**config.mk**
```make
export PLATFORM = sky130hd
export DESIGN_NAME = alu_seq_ctrl_flat
export DESIGN_NICKNAME = d
export VERILOG_FILES = /design/src/rtl/alu_seq_ctrl_if.sv /design/src/rtl/alu_seq_ctrl.sv /design/src/flat_wrapper.sv
export SDC_FILE = /design/constraint.sdc
export NUM_CORES = 1
export LEC_CHECK = 0
export ABC_AREA = 1
export BUFFER_PORTS_ARGS = -buffer_cell sky130_fd_sc_hd__clkbuf_2
export CELL_PAD_IN_SITES_DETAIL_PLACEMENT = 1
export CELL_PAD_IN_SITES_GLOBAL_PLACEMENT = 2
export CORE_UTILIZATION = 31
export DETAILED_ROUTE_END_ITERATION = 8
export PLACE_DENSITY_LB_ADDON = 0.1
export SKIP_LAST_GASP = 1
export SYNTH_ARGS = -nofsm -noshare
export SYNTH_HDL_FRONTEND = slang
export SYNTH_SLANG_ARGS = --single-unit
export TNS_END_PERCENT = 20
```
**constraint.sdc**
```tcl
create_clock -name clk -period 8.6 [get_ports clk]
set_input_delay 1.72 -clock clk [delete_from_list [all_inputs] [get_ports clk]]
set_output_delay 1.72 -clock clk [all_outputs]
set_load 0.1 [all_outputs]
```
**src/rtl/alu_seq_ctrl_if.sv**
```systemverilog
// alu_seq_ctrl_if
//   Bundles the three buses around the instruction sequencer:
//   - instruction handshake from decode: instr_valid/instr_ready plus the
//     decoded fields cond, op, s, wb, rn, rm and rd.
//   - register-file ports: two combinational read ports and one write port.
//   - ALU ports: operands, op and flag-enable out; result and flags back.
//   Modports:
//     master - the sequencer (alu_seq_ctrl)
//     slave  - its surroundings: the decode stage, register file and ALU
interface alu_seq_ctrl_if;
    // Instruction handshake
    logic        instr_valid;
    logic        instr_ready;
    logic [3:0]  instr_cond;
    logic [3:0]  instr_op;
    logic        instr_s;
    logic        instr_wb;
    logic [3:0]  instr_rn;
    logic [3:0]  instr_rm;
    logic [3:0]  instr_rd;

    // Register file
    logic [3:0]  rf_ra_addr;
    logic [3:0]  rf_rb_addr;
    logic [31:0] rf_ra_data;
    logic [31:0] rf_rb_data;
    logic        rf_we;
    logic [3:0]  rf_wa;
    logic [31:0] rf_wd;

    // ALU
    logic [31:0] alu_a;
    logic [31:0] alu_b;
    logic [3:0]  alu_op;
    logic        alu_s;
    logic        alu_c;
    logic        alu_v;
    logic        alu_shift_cout;
    logic [31:0] alu_f;
    logic [3:0]  alu_nzcv;

    modport master (
        input  instr_valid, instr_cond, instr_op, instr_s, instr_wb,
               instr_rn, instr_rm, instr_rd,
        output instr_ready,
        output rf_ra_addr, rf_rb_addr, rf_we, rf_wa, rf_wd,
        input  rf_ra_data, rf_rb_data,
        output alu_a, alu_b, alu_op, alu_s, alu_c, alu_v, alu_shift_cout,
        input  alu_f, alu_nzcv
    );

    modport slave (
        output instr_valid, instr_cond, instr_op, instr_s, instr_wb,
               instr_rn, instr_rm, instr_rd,
        input  instr_ready,
        input  rf_ra_addr, rf_rb_addr, rf_we, rf_wa, rf_wd,
        output rf_ra_data, rf_rb_data,
        input  alu_a, alu_b, alu_op, alu_s, alu_c, alu_v, alu_shift_cout,
        output alu_f, alu_nzcv
    );
endinterface

```
**src/rtl/alu_seq_ctrl.sv**
```systemverilog
// alu_seq_ctrl
//   Multi-cycle sequencer that runs one decoded data-processing instruction
//   at a time on the 32-bit ALU. It checks the instruction's condition code
//   against the architectural NZCV register, reads two operands, drives the
//   ALU, writes the result back, and commits the ALU flags when S is set.
//   This block is the sole owner of NZCV.
//
//   Ports:
//     clk        system clock, rising edge
//     rst        asynchronous, active-high reset
//     bus        alu_seq_ctrl_if.master: instruction handshake, register file
//                and ALU buses
//     nzcv       architectural flags {N,Z,C,V}
//     busy       high in any state other than IDLE
//     done       one-cycle pulse in WB: instruction executed and committed
//     skipped    one-cycle pulse in SKIP: instruction squashed
//     dbg_state  current FSM state encoding, for observation only
//
//   Handshake: an instruction transfers on a rising edge where instr_valid
//   and instr_ready are both high. instr_ready is high only in IDLE and does
//   not depend on instr_valid. All instr_* fields are sampled on that edge
//   only. instr_valid is ignored while busy.
module alu_seq_ctrl (
    input  logic           clk,
    input  logic           rst,
    alu_seq_ctrl_if.master bus,
    output logic [3:0]     nzcv,
    output logic           busy,
    output logic           done,
    output logic           skipped,
    output logic [2:0]     dbg_state
);

    typedef enum logic [2:0] {
        IDLE = 3'd0,
        READ = 3'd1,
        EXEC = 3'd2,
        WB   = 3'd3,
        SKIP = 3'd4
    } state_t;

    state_t      state;
    state_t      state_next;

    // Latched instruction fields
    logic [3:0]  op_q;
    logic [3:0]  rn_q;
    logic [3:0]  rm_q;
    logic [3:0]  rd_q;
    logic        s_q;
    logic        wb_q;

    // Operand, result and flag registers
    logic [31:0] opa_q;
    logic [31:0] opb_q;
    logic [31:0] res_q;
    logic [3:0]  flags_q;

    // Last values driven while active, so each output holds when its state is left
    logic [3:0]  ra_hold;
    logic [3:0]  rb_hold;
    logic [3:0]  op_hold;
    logic [3:0]  wa_hold;

    logic        accept;

    // ARM condition check against flags {N,Z,C,V}
    function automatic logic cond_pass(input logic [3:0] cc, input logic [3:0] f);
        logic n, z, c, v;
        logic pass;
        {n, z, c, v} = f;
        case (cc)
            4'h0:    pass = z;
            4'h1:    pass = !z;
            4'h2:    pass = c;
            4'h3:    pass = !c;
            4'h4:    pass = n;
            4'h5:    pass = !n;
            4'h6:    pass = v;
            4'h7:    pass = !v;
            4'h8:    pass = c && !z;
            4'h9:    pass = !c || z;
            4'hA:    pass = (n == v);
            4'hB:    pass = (n != v);
            4'hC:    pass = !z && (n == v);
            4'hD:    pass = z || (n != v);
            4'hE:    pass = 1'b1;
            default: pass = 1'b0;
        endcase
        return pass;
    endfunction

    function automatic logic op_legal(input logic [3:0] op);
        return (op != 4'h9) && (op != 4'hB);
    endfunction

    assign accept = (state == IDLE) && bus.instr_valid;

    // State register and datapath registers
    always_ff @(posedge clk or posedge rst) begin
        if (rst) begin
            state   <= IDLE;
            nzcv    <= 4'b0000;
            op_q    <= 4'h0;
            rn_q    <= 4'h0;
            rm_q    <= 4'h0;
            rd_q    <= 4'h0;
            s_q     <= 1'b0;
            wb_q    <= 1'b0;
            opa_q   <= 32'h0;
            opb_q   <= 32'h0;
            res_q   <= 32'h0;
            flags_q <= 4'h0;
            ra_hold <= 4'h0;
            rb_hold <= 4'h0;
            op_hold <= 4'h0;
            wa_hold <= 4'h0;
        end else begin
            state <= state_next;
            if (accept) begin
                op_q <= bus.instr_op;
                rn_q <= bus.instr_rn;
                rm_q <= bus.instr_rm;
                rd_q <= bus.instr_rd;
                s_q  <= bus.instr_s;
                wb_q <= bus.instr_wb;
            end
            if (state == READ) begin
                opa_q   <= bus.rf_ra_data;
                opb_q   <= bus.rf_rb_data;
                ra_hold <= rn_q;
                rb_hold <= rm_q;
            end
            if (state == EXEC) begin
                res_q   <= bus.alu_f;
                flags_q <= bus.alu_nzcv;
                op_hold <= op_q;
            end
            if (state == WB) begin
                wa_hold <= rd_q;
                // Committed at the edge leaving WB, so an instruction accepted
                // in the following IDLE cycle already sees the new flags.
                if (s_q) begin
                    nzcv <= flags_q;
                end
            end
        end
    end

    // Next-state and control outputs
    always_comb begin
        state_next      = state;
        bus.instr_ready = 1'b0;
        busy            = 1'b1;
        done            = 1'b0;
        skipped         = 1'b0;
        bus.rf_we       = 1'b0;
        bus.alu_s       = 1'b0;
        bus.rf_ra_addr  = ra_hold;
        bus.rf_rb_addr  = rb_hold;
        bus.alu_op      = op_hold;
        bus.rf_wa       = wa_hold;
        case (state)
            IDLE: begin
                bus.instr_ready = 1'b1;
                busy            = 1'b0;
                if (bus.instr_valid) begin
                    if (cond_pass(bus.instr_cond, nzcv) && op_legal(bus.instr_op)) begin
                        state_next = READ;
                    end else begin
                        state_next = SKIP;
                    end
                end
            end
            READ: begin
                bus.rf_ra_addr = rn_q;
                bus.rf_rb_addr = rm_q;
                state_next     = EXEC;
            end
            EXEC: begin
                bus.alu_op = op_q;
                bus.alu_s  = s_q;
                state_next = WB;
            end
            WB: begin
                bus.rf_we  = wb_q;
                bus.rf_wa  = rd_q;
                done       = 1'b1;
                state_next = IDLE;
            end
            SKIP: begin
                skipped    = 1'b1;
                state_next = IDLE;
            end
            default: begin
                state_next = IDLE;
            end
        endcase
    end

    // Operand and result registers only change at the end of READ and EXEC,
    // so driving them directly gives both the active value and the hold.
    assign bus.alu_a          = opa_q;
    assign bus.alu_b          = opb_q;
    assign bus.rf_wd          = res_q;
    assign bus.alu_c          = nzcv[1];
    assign bus.alu_v          = nzcv[0];
    assign bus.alu_shift_cout = nzcv[1];
    assign dbg_state          = state;

endmodule

```
**src/flat_wrapper.sv**
```systemverilog
// flat-port wrapper written by rule: the top's interface ports become plain ports
module alu_seq_ctrl_flat 
  (clk, rst, nzcv, busy, done, skipped, dbg_state, bus_instr_valid, bus_instr_cond, bus_instr_op, bus_instr_s, bus_instr_wb, bus_instr_rn, bus_instr_rm, bus_instr_rd, bus_instr_ready, bus_rf_ra_addr, bus_rf_rb_addr, bus_rf_we, bus_rf_wa, bus_rf_wd, bus_rf_ra_data, bus_rf_rb_data, bus_alu_a, bus_alu_b, bus_alu_op, bus_alu_s, bus_alu_c, bus_alu_v, bus_alu_shift_cout, bus_alu_f, bus_alu_nzcv);
  alu_seq_ctrl_if bus_i ();
  input  logic clk;
  input  logic rst;
  output logic [3:0] nzcv;
  output logic busy;
  output logic done;
  output logic skipped;
  output logic [2:0] dbg_state;
  input wire logic [$bits(bus_i.instr_valid)-1:0] bus_instr_valid;
  input wire logic [$bits(bus_i.instr_cond)-1:0] bus_instr_cond;
  input wire logic [$bits(bus_i.instr_op)-1:0] bus_instr_op;
  input wire logic [$bits(bus_i.instr_s)-1:0] bus_instr_s;
  input wire logic [$bits(bus_i.instr_wb)-1:0] bus_instr_wb;
  input wire logic [$bits(bus_i.instr_rn)-1:0] bus_instr_rn;
  input wire logic [$bits(bus_i.instr_rm)-1:0] bus_instr_rm;
  input wire logic [$bits(bus_i.instr_rd)-1:0] bus_instr_rd;
  output wire logic [$bits(bus_i.instr_ready)-1:0] bus_instr_ready;
  output wire logic [$bits(bus_i.rf_ra_addr)-1:0] bus_rf_ra_addr;
  output wire logic [$bits(bus_i.rf_rb_addr)-1:0] bus_rf_rb_addr;
  output wire logic [$bits(bus_i.rf_we)-1:0] bus_rf_we;
  output wire logic [$bits(bus_i.rf_wa)-1:0] bus_rf_wa;
  output wire logic [$bits(bus_i.rf_wd)-1:0] bus_rf_wd;
  input wire logic [$bits(bus_i.rf_ra_data)-1:0] bus_rf_ra_data;
  input wire logic [$bits(bus_i.rf_rb_data)-1:0] bus_rf_rb_data;
  output wire logic [$bits(bus_i.alu_a)-1:0] bus_alu_a;
  output wire logic [$bits(bus_i.alu_b)-1:0] bus_alu_b;
  output wire logic [$bits(bus_i.alu_op)-1:0] bus_alu_op;
  output wire logic [$bits(bus_i.alu_s)-1:0] bus_alu_s;
  output wire logic [$bits(bus_i.alu_c)-1:0] bus_alu_c;
  output wire logic [$bits(bus_i.alu_v)-1:0] bus_alu_v;
  output wire logic [$bits(bus_i.alu_shift_cout)-1:0] bus_alu_shift_cout;
  input wire logic [$bits(bus_i.alu_f)-1:0] bus_alu_f;
  input wire logic [$bits(bus_i.alu_nzcv)-1:0] bus_alu_nzcv;
  assign bus_i.instr_valid = bus_instr_valid;
  assign bus_i.instr_cond = bus_instr_cond;
  assign bus_i.instr_op = bus_instr_op;
  assign bus_i.instr_s = bus_instr_s;
  assign bus_i.instr_wb = bus_instr_wb;
  assign bus_i.instr_rn = bus_instr_rn;
  assign bus_i.instr_rm = bus_instr_rm;
  assign bus_i.instr_rd = bus_instr_rd;
  assign bus_instr_ready = bus_i.instr_ready;
  assign bus_rf_ra_addr = bus_i.rf_ra_addr;
  assign bus_rf_rb_addr = bus_i.rf_rb_addr;
  assign bus_rf_we = bus_i.rf_we;
  assign bus_rf_wa = bus_i.rf_wa;
  assign bus_rf_wd = bus_i.rf_wd;
  assign bus_i.rf_ra_data = bus_rf_ra_data;
  assign bus_i.rf_rb_data = bus_rf_rb_data;
  assign bus_alu_a = bus_i.alu_a;
  assign bus_alu_b = bus_i.alu_b;
  assign bus_alu_op = bus_i.alu_op;
  assign bus_alu_s = bus_i.alu_s;
  assign bus_alu_c = bus_i.alu_c;
  assign bus_alu_v = bus_i.alu_v;
  assign bus_alu_shift_cout = bus_i.alu_shift_cout;
  assign bus_i.alu_f = bus_alu_f;
  assign bus_i.alu_nzcv = bus_alu_nzcv;
  alu_seq_ctrl u_core (.clk(clk), .rst(rst), .bus(bus_i), .nzcv(nzcv), .busy(busy), .done(done), .skipped(skipped), .dbg_state(dbg_state));
endmodule
```
* Word-level counts from Yosys, hierarchy flattened
Index checks and enable logic that the tools add are counted.
** Word-level totals
- Bits in registers :: 141
** Operators by class
- Equality and inequality tests :: 23
- Reduce and logical (&&, ||, !) cells :: 14
- Muxes and demuxes :: 16
** Operators with widths (number)
- $eq 4x4->1 const B :: 7
- $eq 4x3->1 const B :: 4
- $mux 4 :: 4
- $pmux 1 s15 :: 1
- $pmux 3 s3 :: 1
- $eq 4x2->1 const B :: 2
- $mux 1 :: 8
- $ne 4x4->1 const B :: 2
- $eq 3x2->1 const B :: 2
- $mux 3 :: 2
- $logic_and 1x1->1 :: 5
- $eq 4x1->1 const B :: 1
- $logic_not 1->1 :: 4
- $logic_not 4->1 :: 1
- $eq 3x1->1 const B :: 1
- $eq 3x3->1 const B :: 1
- $logic_not 3->1 :: 1
- $logic_or 1x1->1 :: 2
- $ne 2x2->1 const B :: 1
- $reduce_and 2->1 :: 1
- $eq 1x1->1 :: 1
- $ne 1x1->1 :: 1

* Depth between registers and ports, before layout
Gate-level depths: netlist (run 1).
- Depth in word-level cells :: 9
- Mapped depth :: 11

* Worst setup path after synthesis (run 1)
OpenSTA, ideal clock, no wires.
- Path kind :: register to output
- Start point :: register u_core.state[0] (netlist: u_core.dbg_state[0])
- End point :: output port bus_rf_wa[0]
- Cell stages (with the launch flop) :: 5
- Setup slack :: 1901 ps
- Arrival time :: 4979 ps
- Required time :: 6880 ps
- Cells stage by stage :: dfrtp_1 -> inv_2 -> nor3_2 -> inv_1 -> o21ai_0
** Between the ends
- Longest elaborated chain between the ends :: 2
** Ends and longest elaborated chain
- start, declared :: line alu_seq_ctrl.sv:42 : state_t state;
- start signal, assigned :: line alu_seq_ctrl.sv:119 : state <= state_next;
- $eq 3x2->1 :: line alu_seq_ctrl.sv:163 : case (state)
- $mux 4 :: line alu_seq_ctrl.sv:163
- end, declared :: line flat_wrapper.sv:24 : output wire logic [$bits(bus_i.rf_wa)-1:0] bus_rf_wa;
No other way between the ends.

* Worst setup path after layout (run 1)
- Start point :: register u_core.state[2] (netlist: u_core.dbg_state[2])
- End point :: output port bus_rf_rb_addr[3]
** Between the ends
- Longest elaborated chain between the ends :: 2
** Ends and longest elaborated chain
- $eq 3x1->1 :: line alu_seq_ctrl.sv:163
- $mux 4 :: line alu_seq_ctrl.sv:163
- end, declared :: line flat_wrapper.sv:22 : output wire logic [$bits(bus_i.rf_rb_addr)-1:0] bus_rf_rb_addr;
No other way between the ends.

==> results of run 1 <==
## flip-flops by register name, summed over array words and instances, names as in the netlist, 4 cells and up
name              cells
u_core.bus.alu_a     32
u_core.bus.alu_b     32
u_core.ra_hold        4
u_core.rb_hold        4
u_core.flags_q        4
u_core.nzcv           4
u_core.op_q           4
u_core.bus.rf_wd     32
u_core.rm_q           4
u_core.rd_q           4
u_core.rn_q           4
u_core.op_hold        4
u_core.wa_hold        4
## path summary, 6_finish.rpt
kind / start / endpoint / slack, ns / cells after the start
max in group asynchronous: rst / u_core.s_q / 5.77 / 3
max reg2reg: u_core.dbg_state[2] / u_core.bus.alu_b[5] / 6.55 / 4
max: u_core.dbg_state[2] / bus_rf_rb_addr[3] / 4.16 / 6
min reg2reg: u_core.bus.alu_b[31] / u_core.bus.alu_b[31] / 0.49 / 1
min: u_core.bus.alu_b[31] / u_core.bus.alu_b[31] / 0.49 / 1
min in group asynchronous: rst / u_core.bus.alu_a[18] / 1.40 / 2
## stage by stage
stage | std cells | cell area [sq um]
after floorplan | 432 | 5490
after global placement | 893 | 6960
after detailed placement | 893 | 6960
after CTS | 924 | 7550
after global routing | 924 | 7550
final | 924 | 7550
## synth_stat cells, drive strengths merged
cell type	instances
dfrtp	141
mux2	98
nand2	48
inv	36
nor2	31
a21oi	24
o21ai	19
buf	17
nand3	11
nor3	4
clkbuf	2
nand3b	1
## logic make-up (layout without fill, tap and decap cells)
family	after synthesis	after routing	synth area share (%)
flops	141	141	64.2
mux	98	98	20.1
simple gates	95	95	7.22
buf+inv	55	322	4.55
compound gates	43	43	3.92
## per-layer routing
layer	global-route usage [%]	up-vias	wire, microns
li1	-	1941	-
met1	21.6	1959	6420
met2	27.0	170	7040
met3	6.08	22	1190
met4	7.37	0	335
met5	0	-	0
## layout make-up
class | count | area share, %
sequential | 141 | 46.8
multi-input combinational | 236 | 22.9
timing repair buffer | 255 | 17.0
clock buffer | 21 | 6.23
tap | 225 | 3.73
inverter | 36 | 1.86
clock inverter | 10 | 1.51
==> results by group, run 1 <==
Detailed routing
  – DRT Pass-1 Iters: 4
  – DR vias: a little over 4,000
  – Drt initial violations: about 100
  – Routed WL: approximately 15,000 microns
  – Via/cell ratio: roughly 4.4
  – WL/cell: between 15 and 20 microns
  – DRC: 0
  – Post-route ant nets: 0

Clock tree
  – H-tree level count: 4
  – Root buf cell: clkbuf_16
  – Clock Tree Buf Depth: 2
  – Hold_buf cts: 0
  – CTS tree: built
  – # clock sinks: 141
  – CTS resizes: 0
  – Setup bufs post-CTS: 0
  – Num CTS Buffers: 17
  – Worst skew pair latency: around 0.41 ns
  – Clock-pin transition on the worst setup and hold timing paths: approximately 0.06 ns

Yosys
  – Syn_area_per_cell: about 13 sq um
  – Post-synth cell types: 20
  – Cells after synthesis: roughly 430
  – Synth Warn #: 0
  – Synthesized cell area: 0.00549 sq mm
  – Top cell type by total area after synthesis: dfrtp_1
  – Top cell type's share of synthesized area: approximately 64%
  – Largest cells by area after synthesis: dfrtp_1 (64%), mux2_1 (15%), mux2_2 (5.3%)
  – Sequential share of the synthesized area: 64.2%
  – Yosys reg bits: roughly 140
  – Post-synth net total: approximately 560

STA
  – Final hold viol count: 0
  – Endpoints failing setup: 0
  – Final setup TNS: 0 ns
  – Final-report max-slew violation count: 0
  – Minimum setup slack in the final design: roughly 4.2 ns
  – Max Fclk: 225 MHz
  – Worst-Margin Slew: between 1 and 1.5 ns
  – Min Tclk post-route: 4.44 ns
  – Hold slack: 0.489 ns
  – Final period util: 51.6%
  – Clock skew: just over 0.009 ns
  – Rel. slew slack: 32.3%
  – RSZ-0062 raised after global routing: no

GRT
  – First-pass GRT wire length: about 24,000 microns
  – Number of global-route vias before repair: 4,394
  – Global Route Usage Sum: between 10% and 20%
  – GRT Residual Overflow: 0
  – Initial antenna violation count: 0
  – Largest net degree at the start of global routing: 79

Die
  – Starting density of the core: between 30% and 40%
  – Die Y: approximately 140 microns
  – Boundary Pins: approximately 250
  – Die span in x: ~140 microns
  – Rows: 48
  – Die ar.: about 0.018 sq mm
  – Core area: between 0.015 and 0.02 sq mm

Place
  – Final HPWL DP: between 10,000 and 15,000 microns
  – Pre-CTS setup slack: between 4 and 5 ns
  – Port Buffers: roughly 250
  – Gpl congestion: between 0.7 and 0.8

Critical path
  – Worst path max stage delay: around 0.59 ns
  – Family with the most delay on the worst path: buffers and inverters
  – Buf/Inv on CP: 3
  – Crit-path cells: inv_2 > nand3_4 > buf_4 > nand2_1 > o21ai_0 > clkbuf_2
  – Worst path slowest cell: buf_4
  – Worst EP arrival: ~2.7 ns
  – Crit Path Max Fanout: 49
  – Required @ worst endpoint: 6.88 ns
  – Critical path endpoint category: output pin
  – Startpoint Class: register
  – Worst Setup Path Type: reg -> out

Hold path
  – Worst Hold Class: reg -> reg

Finish
  – Post-layout nets: about 800
  – Layout cells sized above 1: 45.8%
  – Leading cell types in the layout, fill and taps excluded: clkbuf_2 (252), dfrtp_1 (141), mux2_1 (72)
  – Sequential cell area: approximately 0.0035 sq mm
  – Core Util, Final: roughly 44%
  – Fillers: a little under 2,000
  – Commonest non-fill, non-tap cell in the layout: clkbuf_2
  – Inserted Diodes: 0
  – Multi-input logic area: between 0.0015 and 0.002 sq mm
  – Area grow syn2layout: 37.3%

Status
  – Outcome: finished clean

Run
  – Max cap viols: 0
Power of run 1 is not shown: default switching activity piles up to over one toggle a cycle in this logic, so the estimate is an artifact.
==> run 2, diff against run 1 <==
--- a/config.mk
+++ b/config.mk
@@ -9,7 +9,7 @@
 export BUFFER_PORTS_ARGS = -buffer_cell sky130_fd_sc_hd__clkbuf_2
 export CELL_PAD_IN_SITES_DETAIL_PLACEMENT = 1
 export CELL_PAD_IN_SITES_GLOBAL_PLACEMENT = 2
-export CORE_UTILIZATION = 31
+export CORE_UTILIZATION = 29
 export DETAILED_ROUTE_END_ITERATION = 8
 export PLACE_DENSITY_LB_ADDON = 0.1
 export SKIP_LAST_GASP = 1
==> constraint.sdc (replaced) <==
create_clock -name clk -period 4.5 [get_ports clk]
set_input_delay 0.9 -clock clk [delete_from_list [all_inputs] [get_ports clk]]
set_output_delay 0.9 -clock clk [all_outputs]
set_load 0.1 [all_outputs]
==> run 2 against run 1 <==
Design area up 0.58%; global-route usage down 0.74 points; count of clock-buffer cells in the layout fell by 1; cell count rose by 0.65%; via count rose by 0.22%; sequential share of layout area fell by 0.27 points; wire length up 0.57%; utilization is 2.1 points lower; critical path depth fell by 2; first-iteration DRC count decreased by 34%; die area rose by 6.8%; critical endpoint is now bus_alu_op[3].
==> results by group, run 2 (synthesis gave the netlist of run 1 again) <==
Critical path
  – Worst path slowest cell: nand3_2
  – Required @ worst endpoint: 3.60 ns (-3.28 ns)
  – Startpoint Class: register
  – Critical path endpoint category: output pin
  – Worst path max stage delay: 0.64 ns (+0.05 ns)
  – Crit-path cells: inv_2 > nand3_2 > o21ai_0 > clkbuf_2
  – Worst EP arrival: 2.72 ns (about the same)
  – Worst Setup Path Type: reg -> out
  – Crit Path Max Fanout: 33 (-33%)

Detailed routing
  – DR vias: 4,101 (+0.22%)
  – WL/cell: 16.2 microns (about the same)
  – Post-route ant nets: 0 (unchanged)
  – Uppermost routed layer: met4
  – WL met2: 7040 microns (about the same)
  – Routed wl met3: 1320 microns (+11%)
  – DRT met1 WL: 6490 microns (+1.2%)
  – Routed WL: 15,100 microns (+0.57%)
  – DRT Pass-1 Iters: 4 (unchanged)
  – Via/cell ratio: 4.41 (-0.43%)
  – DRC: 0 (unchanged)
  – Drt initial violations: 68 (-34%)

GRT
  – Initial antenna violation count: 0 (unchanged)
  – Number of global-route vias before repair: 4,538 (+3.3%)
  – GRT Residual Overflow: 0 (unchanged)
  – First-pass GRT wire length: 24,700 microns (+3.9%)
  – Largest net degree at the start of global routing: 142 (+80%)
  – Global Route Usage Sum: 16.5% (-0.74 points)

Finish
  – Final Non-Filler Cells: 930 (+0.65%)
  – Layout cells sized above 1: 46.4% (+0.58 points)
  – Leading cell types in the layout, fill and taps excluded: clkbuf_2 (252), dfrtp_1 (141), mux2_1 (72)
  – Commonest non-fill, non-tap cell in the layout: clkbuf_2
  – Inserted Diodes: 0 (unchanged)
  – Area grow syn2layout: 38.1%
  – Post-layout nets: 813 (+0.12%)

Clock tree
  – Clock-pin transition on the worst setup and hold timing paths: 0.06 ns (about the same)
  – CTS tree: built
  – Num CTS Buffers: 17 (unchanged)
  – Worst skew pair latency: 0.42 ns (about the same)
  – Setup bufs post-CTS: 0 (unchanged)
  – Root buf cell: clkbuf_16
  – Hold_buf cts: 0 (unchanged)
  – H-tree level count: 4 (unchanged)
  – Clock Tree Buf Depth: 2 (unchanged)
  – CTS resizes: 0 (unchanged)
  – # clock sinks: 141 (unchanged)

STA
  – Min Tclk post-route: between 3 and 4 ns
  – Final-report max-slew violation count: 0 (unchanged)
  – Final period util: about four fifths
  – Rel. slew slack: 45.5% (+13 points)
  – Worst-Margin Slew: 0.817 ns (-0.199 ns)
  – Clock skew: 0.00533 ns (-0.00374 ns)
  – Hold slack: 0.474 ns (-0.0153 ns)
  – Endpoints failing setup: 0 (unchanged)
  – RSZ-0062 raised after global routing: no
  – Max Fclk: 276 MHz
  – Final hold viol count: 0 (unchanged)

Die
  – Die ar.: 0.0195 sq mm (+6.8%)
  – Die span in x: 140 microns (+3.3%)
  – Boundary Pins: 253 (unchanged)
  – Die Y: 140 microns (+3.3%)
  – Rows: 49 (+2.1%)
  – Core area: 0.0183 sq mm (+5.6%)
  – Starting density of the core: 30.1% (-1.7 points)

Place
  – Gpl congestion: 0.736 (-5.2%)
  – Final HPWL DP: 11,000 microns (-2.1%)
  – Port Buffers: 252 (unchanged)
  – Placed Cells: 898 (+0.56%)

Run
  – Max cap viols: 0 (unchanged)

Hold path
  – Worst Hold Class: reg -> reg

Status
  – Outcome: finished clean
[run 2: changes by cell type in the layout (fill, tap and decap cells not counted), sizes merged]
cell,previous run,this run
clkinv,3,2
clkinvlp,4,6
buf,3,4
inv,37,38
clkbuf,273,272
[run 2: metrics by stage]
step / util [%] / setup WS (ns) / instance area, sq um / TNS, ns
6_report: 41.5 / 0.883 / 7590 / 0
4_1_cts: 41.5 / 0.814 / 7590 / 0
3_5_place_dp: 38.3 / 1.28 / 7010 / 0
5_1_grt: 41.5 / 0.596 / 7590 / 0
2_1_floorplan: - / -0.0304 / 5520 / -0.233
3_3_place_gp: 38.3 / 1.37 / 7010 / 0
[run 2: cell type report]
cell class / instances / area, sq um
Clock buffer: 20 / 447
Inverter: 36 / 139
Multi-Input combinational cell: 236 / 1750
Clock inverter: 12 / 138
Fill cell: 2082 / 10700
Sequential cell: 141 / 3530
Timing Repair Buffer: 256 / 1300
Tap cell: 229 / 287
[run 2: worst max-delay path, delay by kind of cell (launching register included)]
family                 cells  cell delay, ns
and+or+nand+nor            1            0.64
AOI/OAI and AO/OA          1            0.54
DFF                        1            0.45
buffers and inverters      2            0.65
[run 2: path summary, 6_finish.rpt]
path                       cells after the start  slack, ns           startpoint                  end
max                                            4       0.88  u_core.dbg_state[2]        bus_alu_op[3]
max in group asynchronous                      3       3.21                  rst       u_core.nzcv[2]
max reg2reg                                    4       2.33  u_core.dbg_state[2]  u_core.bus.rf_wd[2]
min reg2reg                                    2       0.47    u_core.wa_hold[2]    u_core.wa_hold[2]
min                                            2       0.47    u_core.wa_hold[2]    u_core.wa_hold[2]
min in group asynchronous                      3       0.69                  rst    u_core.wa_hold[1]
[run 2: metal layers]
metal / global-route usage (%) / vias up
li1: - / 1936
met1: 20.3 / 1968
met2: 26.6 / 182
met3: 6.78 / 15
met4: 5.03 / 0
met5: 0 / -
Power of run 2 is left out for the same reason.
==> run 3, diff against run 2 <==
==> constraint.sdc (replaced) <==
create_clock -name clk -period 3.55 [get_ports clk]
set_input_delay 0.71 -clock clk [delete_from_list [all_inputs] [get_ports clk]]
set_output_delay 0.71 -clock clk [all_outputs]
set_load 0.1 [all_outputs]
==> run 3 against run 2 <==
Design area up 0.15%; critical path depth up 2; wire length down 1.1%; worst setup slack got worse by 0.27 ns; die area unchanged; worst hold slack lost 0.17 ns; utilization is 0.062 points higher; clock skew about the same; cell count is the same; global-route usage is 0.38 points lower; first-iteration DRC count grew 68%; count of clock-buffer cells in the layout unchanged; critical path type unchanged; highest routed layer unchanged.
==> results by group, run 3 (synthesis gave the netlist of run 1 again) <==
Die
  – Die span in x: 140 microns (unchanged)
  – Starting density of the core: 30.1% (unchanged)
  – Die ar.: 0.0195 sq mm (unchanged)
  – Boundary Pins: 253 (unchanged)
  – Die Y: 140 microns (unchanged)
  – Core area: 0.0183 sq mm (unchanged)
  – Rows: 49 (unchanged)

Clock tree
  – Clock Tree Buf Depth: 2 (unchanged)
  – Worst skew pair latency: 0.42 ns (about the same)
  – CTS tree: built
  – CTS resizes: 0 (unchanged)
  – Num CTS Buffers: 17 (unchanged)
  – Setup bufs post-CTS: 0 (unchanged)
  – Root buf cell: clkbuf_16
  – # clock sinks: 141 (unchanged)
  – Hold_buf cts: 0 (unchanged)
  – H-tree level count: 4 (unchanged)
  – Clock-pin transition on the worst setup and hold timing paths: 0.06 ns (about the same)

STA
  – Final hold viol count: 0 (unchanged)
  – Hold slack: 0.302 ns (-0.172 ns)
  – Final-report max-slew violation count: 0 (unchanged)
  – Rel. slew slack: 53.8% (+8.3 points)
  – Minimum setup slack in the final design: 0.611 ns (-0.272 ns)
  – Final setup TNS: 0 ns (unchanged)
  – Worst-Margin Slew: 0.691 ns (-0.126 ns)
  – Final period util: between 80% and 90%
  – RSZ-0062 raised after global routing: no
  – Min Tclk post-route: 2.94 ns
  – Endpoints failing setup: 0 (unchanged)
  – Max Fclk: approximately 340 MHz
  – Clock skew: 0.00510 ns (-0.000230 ns)

Finish
  – Post-layout nets: 814 (+0.12%)
  – Inserted Diodes: 0 (unchanged)
  – Core Util, Final: 41.6% (+0.062 points)
  – Leading cell types in the layout, fill and taps excluded: clkbuf_2 (252), dfrtp_1 (138), mux2_1 (72)
  – Commonest non-fill, non-tap cell in the layout: clkbuf_2
  – Layout cells sized above 1: 46.9% (+0.57 points)
  – Fillers: 2,040 (-2.0%)
  – Area grow syn2layout: 38.4%

Detailed routing
  – Drt initial violations: 114 (+68%)
  – Post-route ant nets: 0 (unchanged)
  – DRT Pass-1 Iters: 4 (unchanged)
  – Via/cell ratio: 4.43 (+0.39%)
  – DR vias: 4,117 (+0.39%)
  – WL/cell: 16.0 microns (-1.1%)
  – Routed WL: 14,900 microns (-1.1%)
  – DRC: 0 (unchanged)

GRT
  – Largest net degree at the start of global routing: 80 (-44%)
  – Number of global-route vias before repair: 4,422 (-2.6%)
  – Initial antenna violation count: 0 (unchanged)
  – GRT Residual Overflow: 0 (unchanged)
  – First-pass GRT wire length: 24,200 microns (-2.2%)
  – Global Route Usage Sum: 16.2% (-0.38 points)

Critical path
  – Crit Path Max Fanout: 32 (-3.0%)
  – Worst Setup Path Type: reg -> out
  – Required @ worst endpoint: 2.84 ns (-0.76 ns)
  – Startpoint Class: register
  – Worst EP arrival: 2.23 ns (-0.49 ns)
  – Critical path endpoint category: output pin

Hold path
  – Worst Hold Class: in -> async

Place
  – Final HPWL DP: 11,300 microns (+2.2%)
  – Port Buffers: 252 (unchanged)
  – Gpl congestion: 0.738 (+0.22%)
  – Pre-CTS setup slack: 0.978 ns (-0.306 ns)

Run
  – Max cap viols: 0 (unchanged)

Status
  – Outcome: finished clean
## run 3: cell types whose count changed in the layout (fill, tap and decap cells not counted), moves of 2 or more
cell        delta
dfrtp_2        +3
clkinv_2       +4
o21ai_4        +2
dfrtp_1        -3
clkinvlp_4     -2
o21ai_2        -2
inv_6          -3
## run 3: path summary, 6_finish.rpt
path                                      from              endpoint  slack, ns  cells after the start
max reg2reg                u_core.dbg_state[2]   u_core.bus.alu_a[6]       1.63                      4
min in group clk             u_core.wa_hold[0]     u_core.wa_hold[0]       0.48                      2
max                        u_core.dbg_state[2]     bus_rf_rb_addr[1]       0.61                      6
min reg2reg                  u_core.wa_hold[0]     u_core.wa_hold[0]       0.48                      2
min                                        rst   u_core.bus.alu_b[6]       0.30                      2
max in group asynchronous                  rst  u_core.bus.rf_wd[13]       2.35                      3
## run 3: per-stage QoR
step | instances | instance area, sq um
detailed placement | 899 | 7050
finish | 930 | 7600
CTS | 930 | 7600
global placement | 899 | 7050
floorplan | 432 | 5540
global route | 930 | 7600
## run 3: critical path, cell delays in order (launching register included)
cell	delay (ns)
dfrtp_2	0.45
inv_2	0.11
nand3_4	0.34
buf_4	0.34
nand2_1	0.07
o21ai_0	0.09
clkbuf_2	0.40
## run 3: final cells by class
cell class	count	area [sq um]	area share (%)
sequential	141	3530	46.5
clock buffer	20	457	6.01
timing repair buffer	257	1320	17.4
multi-input combinational	236	1770	23.3
clock inverter	11	95.1	1.25
tap	229	287	3.77
inverter	36	139	1.83
## run 3: layer usage
metal  track usage, %  routed length [microns]  share of wire, %
met5                0                        0                 0
met4             5.73                      207               1.4
met3             5.82                     1230               8.2
met2             26.0                     7050                47
met1             20.0                     6410                43
Power of run 3 is left out for the same reason.
